### config.mk
export PLATFORM = sky130hd
export DESIGN_NAME = eviction_write_buffer
export DESIGN_NICKNAME = d
export VERILOG_FILES = /design/src/rtl/eviction_write_buffer.sv
export SDC_FILE = /design/constraint.sdc
export NUM_CORES = 2
export LEC_CHECK = 0
export CORE_MARGIN = 4
export CORE_UTILIZATION = 45
export DETAILED_ROUTE_END_ITERATION = 10
export PLACE_DENSITY = 0.68
export SETUP_SLACK_MARGIN = 0.5
export SLEW_MARGIN = 20
export SYNTH_ARGS = -nofsm -noshare
export SYNTH_HDL_FRONTEND = slang
export SYNTH_SLANG_ARGS = --single-unit
### constraint.sdc
create_clock -name clk -period 68.6 [get_ports clk]
set_input_delay 6.86 -clock clk [delete_from_list [all_inputs] [get_ports clk]]
set_output_delay 6.86 -clock clk [all_outputs]
set_load 0.01 [all_outputs]
### src/rtl/eviction_write_buffer.sv
// Line-granular write buffer between the cache arbiter and physical memory.
// Absorbs line write-backs, forwards read hits, and drains FIFO-ordered entries while idle.
module eviction_write_buffer #(
    parameter int unsigned DEPTH = 4
) (
    input  logic         clk,
    input  logic         reset,
    input  logic         mem_read,
    input  logic         mem_write,
    input  logic [15:0]  mem_address,
    input  logic [127:0] mem_wdata,
    output logic [127:0] mem_rdata,
    output logic         mem_resp,
    output logic         pmem_read,
    output logic         pmem_write,
    output logic [15:0]  pmem_address,
    output logic [127:0] pmem_wdata,
    input  logic [127:0] pmem_rdata,
    input  logic         pmem_resp,
    output logic         empty
);

    localparam int unsigned IDX_W = $clog2(DEPTH);
    localparam int unsigned CNT_W = IDX_W + 1;

    typedef enum logic [1:0] {
        S_IDLE,
        S_RESP,
        S_READ_MEM,
        S_DRAIN
    } state_t;

    state_t             r_state;
    state_t             w_next;

    logic               r_valid [DEPTH];
    logic [11:0]        r_tag   [DEPTH];
    logic [127:0]       r_data  [DEPTH];
    logic [IDX_W-1:0]   r_head;
    logic [IDX_W-1:0]   r_tail;
    logic [CNT_W-1:0]   r_count;
    logic [127:0]       r_rdata;

    logic               w_hit;
    logic [IDX_W-1:0]   w_hit_idx;
    logic               w_full;

    assign w_full = (r_count == CNT_W'(DEPTH));
    assign empty  = (r_count == '0);

    // Coalescing keeps tags unique among valid entries, so at most one hit.
    always_comb begin
        w_hit     = 1'b0;
        w_hit_idx = '0;
        for (int unsigned i = 0; i < DEPTH; i++) begin
            if (r_valid[i] && (r_tag[i] == mem_address[15:4])) begin
                w_hit     = 1'b1;
                w_hit_idx = IDX_W'(i);
            end
        end
    end

    always_ff @(posedge clk or posedge reset) begin
        if (reset) begin
            r_state <= S_IDLE;
        end else begin
            r_state <= w_next;
        end
    end

    always_comb begin
        w_next = r_state;
        case (r_state)
            S_IDLE: begin
                if (mem_read) begin
                    w_next = w_hit ? S_RESP : S_READ_MEM;
                end else if (mem_write) begin
                    w_next = (w_hit || !w_full) ? S_RESP : S_DRAIN;
                end else if (!empty) begin
                    w_next = S_DRAIN;
                end
            end
            S_RESP:     w_next = S_IDLE;
            S_READ_MEM: if (pmem_resp) w_next = S_IDLE;
            S_DRAIN:    if (pmem_resp) w_next = S_IDLE;
            default:    w_next = S_IDLE;
        endcase
    end

    always_comb begin
        mem_resp     = 1'b0;
        mem_rdata    = '0;
        pmem_read    = 1'b0;
        pmem_write   = 1'b0;
        pmem_address = '0;
        pmem_wdata   = '0;
        case (r_state)
            S_RESP: begin
                mem_resp  = 1'b1;
                mem_rdata = r_rdata;
            end
            S_READ_MEM: begin
                pmem_read    = 1'b1;
                pmem_address = mem_address;
                if (pmem_resp) begin
                    mem_resp  = 1'b1;
                    mem_rdata = pmem_rdata;
                end
            end
            S_DRAIN: begin
                pmem_write   = 1'b1;
                pmem_address = {r_tag[r_head], 4'b0000};
                pmem_wdata   = r_data[r_head];
            end
            default: ;
        endcase
    end

    always_ff @(posedge clk or posedge reset) begin
        if (reset) begin
            for (int unsigned i = 0; i < DEPTH; i++) begin
                r_valid[i] <= 1'b0;
                r_tag[i]   <= '0;
                r_data[i]  <= '0;
            end
            r_head  <= '0;
            r_tail  <= '0;
            r_count <= '0;
            r_rdata <= '0;
        end else begin
            case (r_state)
                S_IDLE: begin
                    if (mem_read) begin
                        if (w_hit) begin
                            r_rdata <= r_data[w_hit_idx];
                        end
                    end else if (mem_write) begin
                        if (w_hit) begin
                            r_data[w_hit_idx] <= mem_wdata;
                            r_rdata           <= '0;
                        end else if (!w_full) begin
                            r_valid[r_tail] <= 1'b1;
                            r_tag[r_tail]   <= mem_address[15:4];
                            r_data[r_tail]  <= mem_wdata;
                            r_tail          <= r_tail + IDX_W'(1);
                            r_count         <= r_count + CNT_W'(1);
                            r_rdata         <= '0;
                        end
                    end
                end
                S_DRAIN: begin
                    if (pmem_resp) begin
                        r_valid[r_head] <= 1'b0;
                        r_head          <= r_head + IDX_W'(1);
                        r_count         <= r_count - CNT_W'(1);
                    end
                end
                default: ;
            endcase
        end
    end

endmodule

# --- Word-level counts from Yosys, hierarchy flattened ---
# Index checks and enable logic that the tools add are counted.
# Widths: inputs -> output; s select.
classes:
  n_addsub: 4
  magnitude_cmp: 6
  n_eq_ne: 17
  mux: 63
  bitwise_logic: 9
  reduce_logical: 20
ops:
  columns: ["op", "count"]
  rows:
  - ["$mux 128", 13]
  - ["$bwmux 512", 2]
  - ["$mux 512", 2]
  - ["$bmux 128 s2", 2]
  - ["$demux 128 s2", 2]
  - ["$pmux 128 s2", 1]
  - ["$bwmux 48", 1]
  - ["$eq 12x12->1", 4]
  - ["$mux 12", 3]
  - ["$pmux 16 s2", 1]
  - ["$bmux 12 s2", 1]
  - ["$demux 12 s2", 1]
  - ["$mux 4", 5]
  - ["$mux 2", 8]
  - ["$mux 3", 5]
  - ["$ne 2x2->1 const B", 6]
  - ["$mux 1", 10]
  - ["$ge 3x3->1 const B", 3]
  - ["$lt 3x1->1 const B", 3]
  - ["$not 2->3", 3]
  - ["$pmux 4 s2", 1]
  - ["$reduce_and 4->1", 2]
  - ["$logic_and 1x1->1", 7]
  - ["$pmux 2 s3", 1]
  - ["other kinds (24)", 32]
totals:
  regBits: 701
  output_inout_bits: 276
  elab_cells: 136

# --- Depth between registers and ports, before layout ---
logic_depth:
  word_depth: 12
  mapped_depth: 11
  mapped_depth_nobuf: 7

# --- Least setup slack after synthesis ---
# OpenSTA, ideal clock, no wires.
synth_timing:
  kind: "input to output"
  start: "in pmem_resp"
  end: "out mem_rdata[10]"
  t_arrival_ns: 7.860
  required_time_ns: 61.740
  slack_ns: 53.880
  stages: 5
  path_buffers: 2
  path_cell_list: "and2_1 -> clkbuf_1 -> buf_1 -> a22oi_1 -> nor2b_1"
synth_between:
  elab_chain_cells: 2
synth_rtl:
  columns: ["item", "line", "text"]
  rows:
  - ["from (decl)", "19", "input logic pmem_resp,"]
  - ["$mux 128", "105", "if (pmem_resp) begin"]
  - ["$pmux 128 s2", "97", "case (r_state)"]
  - ["to (decl)", "12", "output logic [127:0] mem_rdata,"]
# No other way between the ends.

# --- Worst setup path after layout ---
layout_timing:
  start: "in pmem_resp"
  end: "out mem_rdata[23]"
# Same word-level chain as after synthesis.

==> impl_metrics.tcl <==
set metrics [dict create \
    max_freq_ghz 0.0594 \
    max-cap-violations 0 \
    htreeDepth 3 \
    final_nets 3701 \
    grt_max_degree 120 \
    synthArstFlopShare_pct 100 \
    firstDrtPassIters 5 \
    routabilityCongestion 0.860 \
    vdd_ir_drop_max_mv 0.0259 \
    ys.flop_type "dfrtp_1" \
    cts_made_buffers 80 \
    synthMuxAreaShare_pct 28.3 \
    clock_latency_ns 0.62 \
    root_buffer "clkbuf_16" \
    hold_start "r_rdata[104]" \
    clock-sinks 701 \
    critPathMaxStageDelay_ns 0.69 \
    post-route-period-util_pct 24.5 \
    core_um2 83600 \
    final.setup_skew_ns 0.0307 \
    leakagePower_nw 19.6 \
    pwr_density_cell_nw_per_um2 40.8 \
    cp.arrival_ns 9.96 \
    cp_top_family "buffers and inverters" \
    synth_fa_ha_area_share_pct 0.482 \
    r2r_setup_slack_ns 63.35 \
    antenna_left 0 \
    synth_cell_types 40 \
    cp_slowest_cell "buf_4" \
    path_buf_inv 3 \
    synth-compound-area-share_pct 11.6 \
    ys_ff_latch 701 \
    finalWirelength_um 117000 \
    synth_edf_count 0 \
    synth_cells 3014 \
    die_w_um 298 \
    drc 0 \
    yosys.area_share.simple_pct 7.94 \
    finalSetupTns_ns 0 \
    clk_pin_slew_worst_paths_ns 0.06 \
    wl_per_cell_um 25.8 \
    r2r_end "r_rdata[52]" \
    setup_viol 0 \
    grt_usage_pct 25.7 \
    dieHeight_um 298 \
    syn_area_per_cell_um2 12.6 \
    worst-path-max-fanout 66 \
    relSlewSlack_pct 23.9 \
    dr_total_vias 27600 \
    r2r_cells 9 \
    period_needed_ns 16.82 \
    cp_common_cell "clkdlybuf4s50_1" \
    required_ns 61.74 \
    grt_util_met1_pct 35.7 \
    num_rows 106 \
    antenna_found_initial 8 \
    post-dp-hpwl_um 69800 \
    hold_violations 0 \
    met3_usage_pct 4.31 \
    cts_resized 0 \
    syn-num-nets 3305 \
    post_route_cells_drive_above_1_share_pct 24.5 \
    area_delta_synth_final_pct 22.1 \
    post_cts_buffers 0 \
    clk_path_buf_depth 3 \
    final_cell_mix "dfrtp_1 (699), clkdlybuf4s50_1 (552), mux2_4 (338)" \
    mostFrequentLayoutCell "dfrtp_1" \
    min_path_cells 1 \
    r2r-start "r_tag[8]" \
    startpoint_type "input port" \
    cp_cell_sequence "clkdlybuf4s50_1 > and2_4 > buf_4 > a22oi_1 > nor2b_1 > clkdlybuf4s50_1" \
    synth_top_family_by_area "multiplexers" \
    drt_iter0_markers 2308 \
    worstSetupEndpointType "output pin" \
    power_w 0.00189 \
    path_class "input port to output pin" \
    routed_via_density 6.05 \
    hold_buffers 0 \
    dieArea_um2 89000 \
    io-pin-count 553 \
    min-delay-path-class "register to register" \
    rsz0062_at_grt "no" \
    worst_slew_pin_slew_ns 1.14 \
    synth_xor_xnor_area_share_pct 1.20 \
    status "complete, no violations" \
    seq_area_frac_synth_pct 46.2 \
    fillers 7037 \
    slew_viol_final 0 \
    grt_pass1_vias 28300 \
    cts_tree "yes" \
    grt_pass1_wl_um 179000 \
    globalRoute.totalOverflow 0 \
    synth_area_um2 37900 \
    met2_usage_pct 42.0 \
    hold_end "r_rdata[104]" \
    initial_core_util_pct 45.4 \
    numPortBuffers 552 \
    yosys_warnings 0 \
    grt_busiest_layer "met2" \
]
[synthesized netlist by cell type (3+ instances only)]
library cell	n	area, um2
mux2_2	189	2130
nor4_4	5	106
nand3_1	10	50.1
nor2b_1	130	813
ha_1	13	163
inv_1	12	45.0
a22oi_1	128	961
o21ai_0	133	666
mux2_4	338	5070
nor2_1	12	45.0
or4_1	4	30.0
a22o_1	12	105
a21oi_1	132	661
buf_6	36	405
buf_1	32	120
buf_2	25	125
dfrtp_1	701	17500
a2bb2oi_1	4	35.0
buf_4	8	60.1
nand2_1	271	1020
a31oi_1	130	813
mux2_1	33	372
nor3_1	3	15.0
o2bb2ai_1	128	1120
and2_1	136	851
buf_12	11	220
nand4_1	9	56.3
clkbuf_1	167	627
xnor2_1	52	455
mux4_2	140	3150
[registers in the layout (all words and copies together), names as in the netlist]
name	flops
r_state	2
r_rdata	128
r_head	2
r_data	512
r_tail	2
r_valid	4
r_count	3
r_tag	48
[how the worst max path moves through the flow]
stage | end | cells after the start | slack (ns) | start
after floorplan | r_count[0] | 1 | 42.08 | reset
after global placement | mem_rdata[16] | 6 | 51.99 | pmem_resp
after detailed placement | mem_rdata[7] | 6 | 51.90 | pmem_resp
after CTS | mem_rdata[7] | 6 | 51.90 | pmem_resp
after global routing | mem_rdata[125] | 6 | 51.73 | pmem_resp
final | mem_rdata[23] | 6 | 51.78 | pmem_resp
[per-layer routing]
metal | up-vias | routed length [um]
met3 | 177 | 7300
met4 | 2 | 2520
met5 | - | 9
met2 | 1051 | 56400
met1 | 14500 | 51100
li1 | 11900 | -
[power breakdown]
group | switching (W) | leakage [nW] | internal, W
sequential | 0.000142 | 8.82 | 0.000579
combinational | 0.000290 | 9.49 | 0.000453
clock | 0.000179 | 1.27 | 0.000247
[per-stage QoR]
stage	utilization, %	worst slack [ns]	hold slack, ns	instance area, um2	cells
after floorplan	-	42.08	0.457	37900	3014
after detailed placement	52.3	51.90	0.474	43700	4408
after CTS	55.4	51.90	0.491	46300	4548
final	55.4	51.78	0.491	46300	4557
after global routing	55.4	51.73	0.506	46300	4552
after global placement	52.3	51.99	0.476	43700	4408
[cell families after synthesis]
logic type,Yosys count
and+or+nand+nor,583
xor gates and xnor gates,52
buffers and inverters,291
AOI/OAI and AO/OA,673
adders and majority gates,14
DFF,701
muxes,700
[cell type report]
type                    count  area [um2]  area share (%)
multi-input cells        2022       18900            40.8
flip-flops and latches    701       17500            37.9
repair buffers            593        5860            12.7
clock buffers             116        2320            5.01
well taps                1080        1350            2.92
clock inverters            24         274           0.592
inverters                  12        52.6           0.113
diodes                      9        22.5          0.0486
No activity file was read; power rests on OpenSTA's default activity.
